<file path="config.mk">
export PLATFORM = sky130hd
export DESIGN_NAME = irq_ctrl
export DESIGN_NICKNAME = d
export VERILOG_FILES = /design/src/rtl/irq_pkg.sv /design/src/rtl/irq_prio_enc.sv /design/src/rtl/irq_ctrl.sv
export SDC_FILE = /design/constraint.sdc
export NUM_CORES = 1
export LEC_CHECK = 0
export CAP_MARGIN = 15
export CORE_MARGIN = 2
export CORE_UTILIZATION = 35
export CTS_BUF_LIST = sky130_fd_sc_hd__clkbuf_4
export DETAILED_ROUTE_END_ITERATION = 8
export PLACE_DENSITY = 0.84
export SLEW_MARGIN = 20
export SYNTH_ARGS = -nofsm -noshare
export SYNTH_HDL_FRONTEND = slang
export SYNTH_SLANG_ARGS = --single-unit
</file>
<file path="constraint.sdc">
create_clock -name clk -period 2.5 [get_ports clk]
set_input_delay 0.5 -clock clk [delete_from_list [all_inputs] [get_ports clk]]
set_output_delay 0.5 -clock clk [all_outputs]
set_load 0.02 [all_outputs]
</file>
<file path="src/rtl/irq_pkg.sv">
// Shared types and register map for the interrupt controller.
package irq_pkg;

    typedef enum logic [1:0] {
        IDLE    = 2'd0,
        REQ     = 2'd1,
        SERVICE = 2'd2
    } irq_state_t;

    localparam logic [2:0] REG_PEND = 3'd0;
    localparam logic [2:0] REG_MASK = 3'd1;
    localparam logic [2:0] REG_MODE = 3'd2;
    localparam logic [2:0] REG_ISR  = 3'd3;

    localparam int ISR_VLD_BIT = 31;

endpackage

</file>
<file path="src/rtl/irq_prio_enc.sv">
// Combinational priority encoder: lowest set index wins, any_o flags a non-empty input.
module irq_prio_enc #(
    parameter int N = 6,
    parameter int W = 3
) (
    input  logic [N-1:0] req_i,
    output logic         any_o,
    output logic [W-1:0] id_o
);

    assign any_o = |req_i;

    // Scan from the top down so the lowest set index is the last one written.
    always_comb begin
        id_o = '0;
        for (int i = N - 1; i >= 0; i--) begin
            if (req_i[i]) id_o = W'(i);
        end
    end

endmodule

</file>
<file path="src/rtl/irq_ctrl.sv">
// Memory-mapped interrupt controller: pending/mask/mode registers, prioritised CPU request, ISR tracking.
// Build option IRQ_SYNC_EN adds a 2-flop synchroniser on every source line.
module irq_ctrl #(
    parameter int N_SRC = 6,
    parameter int ID_W  = 3
) (
    input  logic             clk,
    input  logic             reset_n,
    input  logic [31:2]      Addr,
    input  logic             WE,
    input  logic [31:0]      Din,
    output logic [31:0]      Dout,
    input  logic [N_SRC-1:0] src,
    input  logic             int_ack,
    output logic [N_SRC-1:0] HWInt,
    output logic             int_req,
    output logic [ID_W-1:0]  int_id
);
    import irq_pkg::*;

    irq_state_t       state_q, state_d;
    logic [N_SRC-1:0] pend_q, pend_d;
    logic [N_SRC-1:0] mask_q, mode_q, prev_q, hwint_q;
    logic             isr_vld_q, isr_vld_d;
    logic [ID_W-1:0]  isr_id_q, isr_id_d;

    logic [N_SRC-1:0] src_s;
    logic [N_SRC-1:0] active;
    logic [N_SRC-1:0] ack_vec, clr_vec;
    logic             any_req;
    logic [ID_W-1:0]  enc_id;
    logic [2:0]       off;
    logic             wr_pend, wr_mask, wr_mode, eoi, ack_take;
    logic             unused_ok;

`ifdef IRQ_SYNC_EN
    logic [N_SRC-1:0] sync1_q, sync2_q;

    always_ff @(posedge clk or negedge reset_n) begin
        if (!reset_n) begin
            sync1_q <= '0;
            sync2_q <= '0;
        end else begin
            sync1_q <= src;
            sync2_q <= sync1_q;
        end
    end

    assign src_s = sync2_q;
`else
    assign src_s = src;
`endif

    assign off       = Addr[4:2];
    assign wr_pend   = WE && (off == REG_PEND);
    assign wr_mask   = WE && (off == REG_MASK);
    assign wr_mode   = WE && (off == REG_MODE);
    assign eoi       = WE && (off == REG_ISR);
    assign unused_ok = ^{Addr[31:5], Din[31:N_SRC]};

    assign active = pend_q & mask_q;

    irq_prio_enc #(.N(N_SRC), .W(ID_W)) u_enc (
        .req_i (active),
        .any_o (any_req),
        .id_o  (enc_id)
    );

    assign ack_take = (state_q == REQ) && int_ack;
    assign ack_vec  = ack_take ? (N_SRC'(1) << enc_id) : '0;
    assign clr_vec  = (wr_pend ? Din[N_SRC-1:0] : '0) | ack_vec;

    // Edge sources: a fresh rising edge overrides any clear in the same cycle.
    // Level sources simply mirror the line, so W1C cannot stick while it is high.
    assign pend_d = (mode_q & ((src_s & ~prev_q) | (pend_q & ~clr_vec)))
                  | (~mode_q & src_s);

    always_comb begin
        state_d   = state_q;
        isr_vld_d = isr_vld_q;
        isr_id_d  = isr_id_q;
        int_req   = 1'b0;
        int_id    = '0;
        case (state_q)
            IDLE: begin
                if (any_req) state_d = REQ;
            end
            REQ: begin
                int_req = 1'b1;
                int_id  = enc_id;
                if (int_ack) begin
                    state_d   = SERVICE;
                    isr_vld_d = 1'b1;
                    isr_id_d  = enc_id;
                end else if (!any_req) begin
                    state_d = IDLE;
                end
            end
            SERVICE: begin
                if (eoi) begin
                    state_d   = IDLE;
                    isr_vld_d = 1'b0;
                end
            end
            default: state_d = IDLE;
        endcase
    end

    always_ff @(posedge clk or negedge reset_n) begin
        if (!reset_n) begin
            state_q   <= IDLE;
            pend_q    <= '0;
            mask_q    <= '0;
            mode_q    <= '0;
            prev_q    <= '0;
            hwint_q   <= '0;
            isr_vld_q <= 1'b0;
            isr_id_q  <= '0;
        end else begin
            state_q   <= state_d;
            pend_q    <= pend_d;
            prev_q    <= src_s;
            hwint_q   <= active;
            isr_vld_q <= isr_vld_d;
            isr_id_q  <= isr_id_d;
            if (wr_mask) mask_q <= Din[N_SRC-1:0];
            if (wr_mode) mode_q <= Din[N_SRC-1:0];
        end
    end

    assign HWInt = hwint_q;

    always_comb begin
        Dout = '0;
        case (off)
            REG_PEND: Dout = 32'(pend_q);
            REG_MASK: Dout = 32'(mask_q);
            REG_MODE: Dout = 32'(mode_q);
            REG_ISR: begin
                Dout[ISR_VLD_BIT] = isr_vld_q;
                Dout[ID_W-1:0]    = isr_id_q;
            end
            default: Dout = '0;
        endcase
    end

endmodule

</file>
==> metrics.cfg, run 1 <==
[sta]
final_hold_viol_count = 0
skew_ns = 0.00758
setup_viol = 0
finalCritPeriodShare_pct = 95.6
max_freq_mhz = 418
slew_viol_final = 0
tns_ns = 0
timing.final.crit_period_ns = 2.39
rsz0062_at_grt = no

[synthesis]
netlist.area_leader.share_pct = 47.5
ys_types = 35
synthTopCellsByArea = dfrtp_1, buf_4, mux2_2, nand2_1, mux4_2
synth_commonest_cells = dfrtp_1, buf_4, nand2_1, mux2_2
ys_ff_latch = 36
synth.most_common_cell = dfrtp_1
avgSynthCellArea_um2 = 11.2
syn_inst = 170
ys_async_sr_fraction_pct = 100
synth-edff-count = 0
syn_area_mm2 = 0.00190
yosys.area.top_type = dfrtp_1
ys_warn_count = 0
seq_area_frac_synth_pct = 47.5
synth_flop_cell = dfrtp_1

[global_route]
antenna_found_initial = 0
grt_overflow = 0
grt_pass1_vias = 1368
grt_use_total_pct = 14.7
grt_pass1_wl_mm = 6.78
grt_start_max_net_pins = 37

[layout]
diodes = 0
syn_to_final_growth_pct = 23.0
multiInputGateArea_um2 = 862
nets = 291
drive_gt1_share_pct = 19.1
fin_area_mm2 = 0.00233
regArea_um2 = 901
fillers = 498

[min_path]
worst_hold_path_type = flip-flop to flip-flop
hold_depth = 1

[floorplan]
die_w_um = 77.6
dieArea_mm2 = 0.00603
pin_count = 114
die_h_um = 77.6
initial_core_util_pct = 36.7
core_region_area_mm2 = 0.00517
rows = 26

[critical_path]
crit_required_ns = 2.00
r2r_cells = 4
cp_max_fo = 6
crit_family = buffers and inverters
cp_slowest_cell = clkdlybuf4s50_1
worstSetupStartpointType = primary input
arrival_ns = 1.89
worstPathCellList = clkdlybuf4s50_1 > buf_6 > buf_4 > nand2_1 > nor3b_1 > dlygate4sd2_1
cp_slowest_stage_delay_ns = 0.47
cp.depth = 6
worst-path-buf-inv = 4
path_class = primary input to primary output
end_kind = primary output

[clock_tree]
cts.sink_count = 36
cts_buffer_depth = 2
path_clk_slew_ns = 0.11
numCtsBuffers = 5
cts_hold_repair.buffers = 0
htree_levels = 2
cts_root_buf = clkbuf_4
cts_tree = yes
insertion_delay_ns = 0.34

[route]
ant_nets = 0
viasPerCell = 4.71
drc_errors = 0
first_pass_iters = 4
vias = 1365
wl_per_cell_um = 13.7
drt_iter0_drc = 73
totalWireLength_mm = 3.98

[outcome]
status = completed

[power]
peakVddDrop_mv = 0.278
powerDensity_mw_per_mm2 = 758
p_leak_nw = 1.10

[place]
post-dp-hpwl_mm = 3.13
placed_cell_area_mm2 = 0.00229
port_buffers = 35
place.gp.congestion = 0.917

[run]
max_cap_violations = 0

==> what timing repair did <==
action | 4_1_cts | 5_1_grt
setup buffers | 0 | 0
cloned | 0 | 0
setup endpoints to repair | 9 | 4
resized for setup | 16 | 5
==> registers in the layout (all words and copies together), names as in the netlist <==
name,cells
HWInt,6
mask_q,6
mode_q,6
pend_q,6
prev_q,6
isr_id_q,3
state_q,2
isr_vld_q,1
==> cells by family (layout without fill, tap and decap cells) <==
group / after synthesis / in the layout / synth area share (%)
mux: 18 / 18 / 12.3
buf+inv: 31 / 57 / 11.9
other cells: 1 / 25 / 0.198
flops: 36 / 36 / 47.5
simple gates: 51 / 51 / 16.5
compound gates: 33 / 33 / 11.7
==> worst reg2reg max path: stages (launching register included) <==
cell and delay [ns]:
dfrtp_1 0.43, and2_1 0.20, a211oi_1 0.44, o21ai_1 0.18, a22o_1 0.23
==> path summary, 6_finish.rpt <==
kind | to | slack [ns] | from
worst max register to register | pend_q[4]$_DFF_PN0_ | 0.92 | pend_q[3]$_DFF_PN0_
worst min register to register | state_q[0]$_DFFE_PN0P_ | 0.49 | state_q[1]$_DFFE_PN0P_
min in group asynchronous | HWInt[5]$_DFF_PN0_ | 0.56 | reset_n
worst min-delay path | state_q[0]$_DFFE_PN0P_ | 0.49 | state_q[1]$_DFFE_PN0P_
worst max-delay path | Dout[31] | 0.11 | Addr[2]
max in group asynchronous | mask_q[0]$_DFFE_PN0P_ | 1.61 | reset_n
==> report_power, final <==
group,switching [W],internal [W]
logic,0.000347,0.000298
registers,0.000102,0.000709
clock network,0.000185,0.000130
total,0.000634,0.00114
==> stage by stage <==
step	setup slack [ns]	power, W	cells	hold slack, ns	util, %
after detailed placement	-0.288	0.00149	282	0.469	44.4
after global placement	-0.302	0.00146	282	0.461	44.4
after floorplan	0.608	0.00126	194	0.204	-
after CTS	0.00942	0.00179	290	0.486	45.2
after global routing	0.00887	0.00189	290	0.512	45.1
final	0.110	0.00177	290	0.488	45.1
==> layout by cell type, fill, tap and decap left out, types with 2 or more instances in the layout <==
cell / netlist / routed
mux4_2: 3 / 3
o21ai_1: 2 / 2
nand2_1: 18 / 18
mux2_2: 12 / 12
nand3_1: 2 / 2
a22oi_1: 2 / 2
a22o_1: 6 / 6
a31oi_1: 2 / 2
a21oi_1: 10 / 10
a21o_1: 3 / 3
mux2i_1: 3 / 3
dfrtp_1: 36 / 36
and2_1: 4 / 4
nor2_1: 10 / 10
dlygate4sd2_1: 0 / 6
buf_4: 27 / 10
inv_1: 3 / 3
nor2b_1: 4 / 4
nor3_1: 3 / 3
conb_1: 1 / 25
clkbuf_4: 0 / 7
buf_2: 0 / 2
nand2b_1: 2 / 2
o21ai_0: 2 / 2
clkdlybuf4s50_1: 0 / 24
nor3b_4: 2 / 2
==> layer usage <==
metal | track usage (%) | up-vias | routed length [um]
li1 | - | 653 | -
met3 | 5.47 | 6 | 308
met5 | 0 | - | 0
met2 | 23.4 | 63 | 1950
met1 | 17.5 | 643 | 1670
met4 | 7.32 | 0 | 53
==> area by class of cell <==
| cell class | instances | share of cell area [%] |
|---|---|---|
| multi-input cells | 127 | 36.9 |
| repair buffers | 46 | 17.8 |
| inverters | 3 | 0.482 |
| well taps | 70 | 3.75 |
| flip-flops and latches | 36 | 38.6 |
| clock inverters | 1 | 0.161 |
| clock buffers | 7 | 2.25 |
Power figures use the tool's default switching activity.
==> run 2, diff against run 1 <==
--- a/config.mk
+++ b/config.mk
@@ -9,7 +9,9 @@
 export CORE_MARGIN = 2
 export CORE_UTILIZATION = 35
 export CTS_BUF_LIST = sky130_fd_sc_hd__clkbuf_4
+export CTS_CLUSTER_SIZE = 28
 export DETAILED_ROUTE_END_ITERATION = 8
+export GPL_ROUTABILITY_DRIVEN = 0
 export PLACE_DENSITY = 0.84
 export SLEW_MARGIN = 20
 export SYNTH_ARGS = -nofsm -noshare
==> results of run 2 <==
No change in the layout: final DEF, timing and power equal those of run 1.
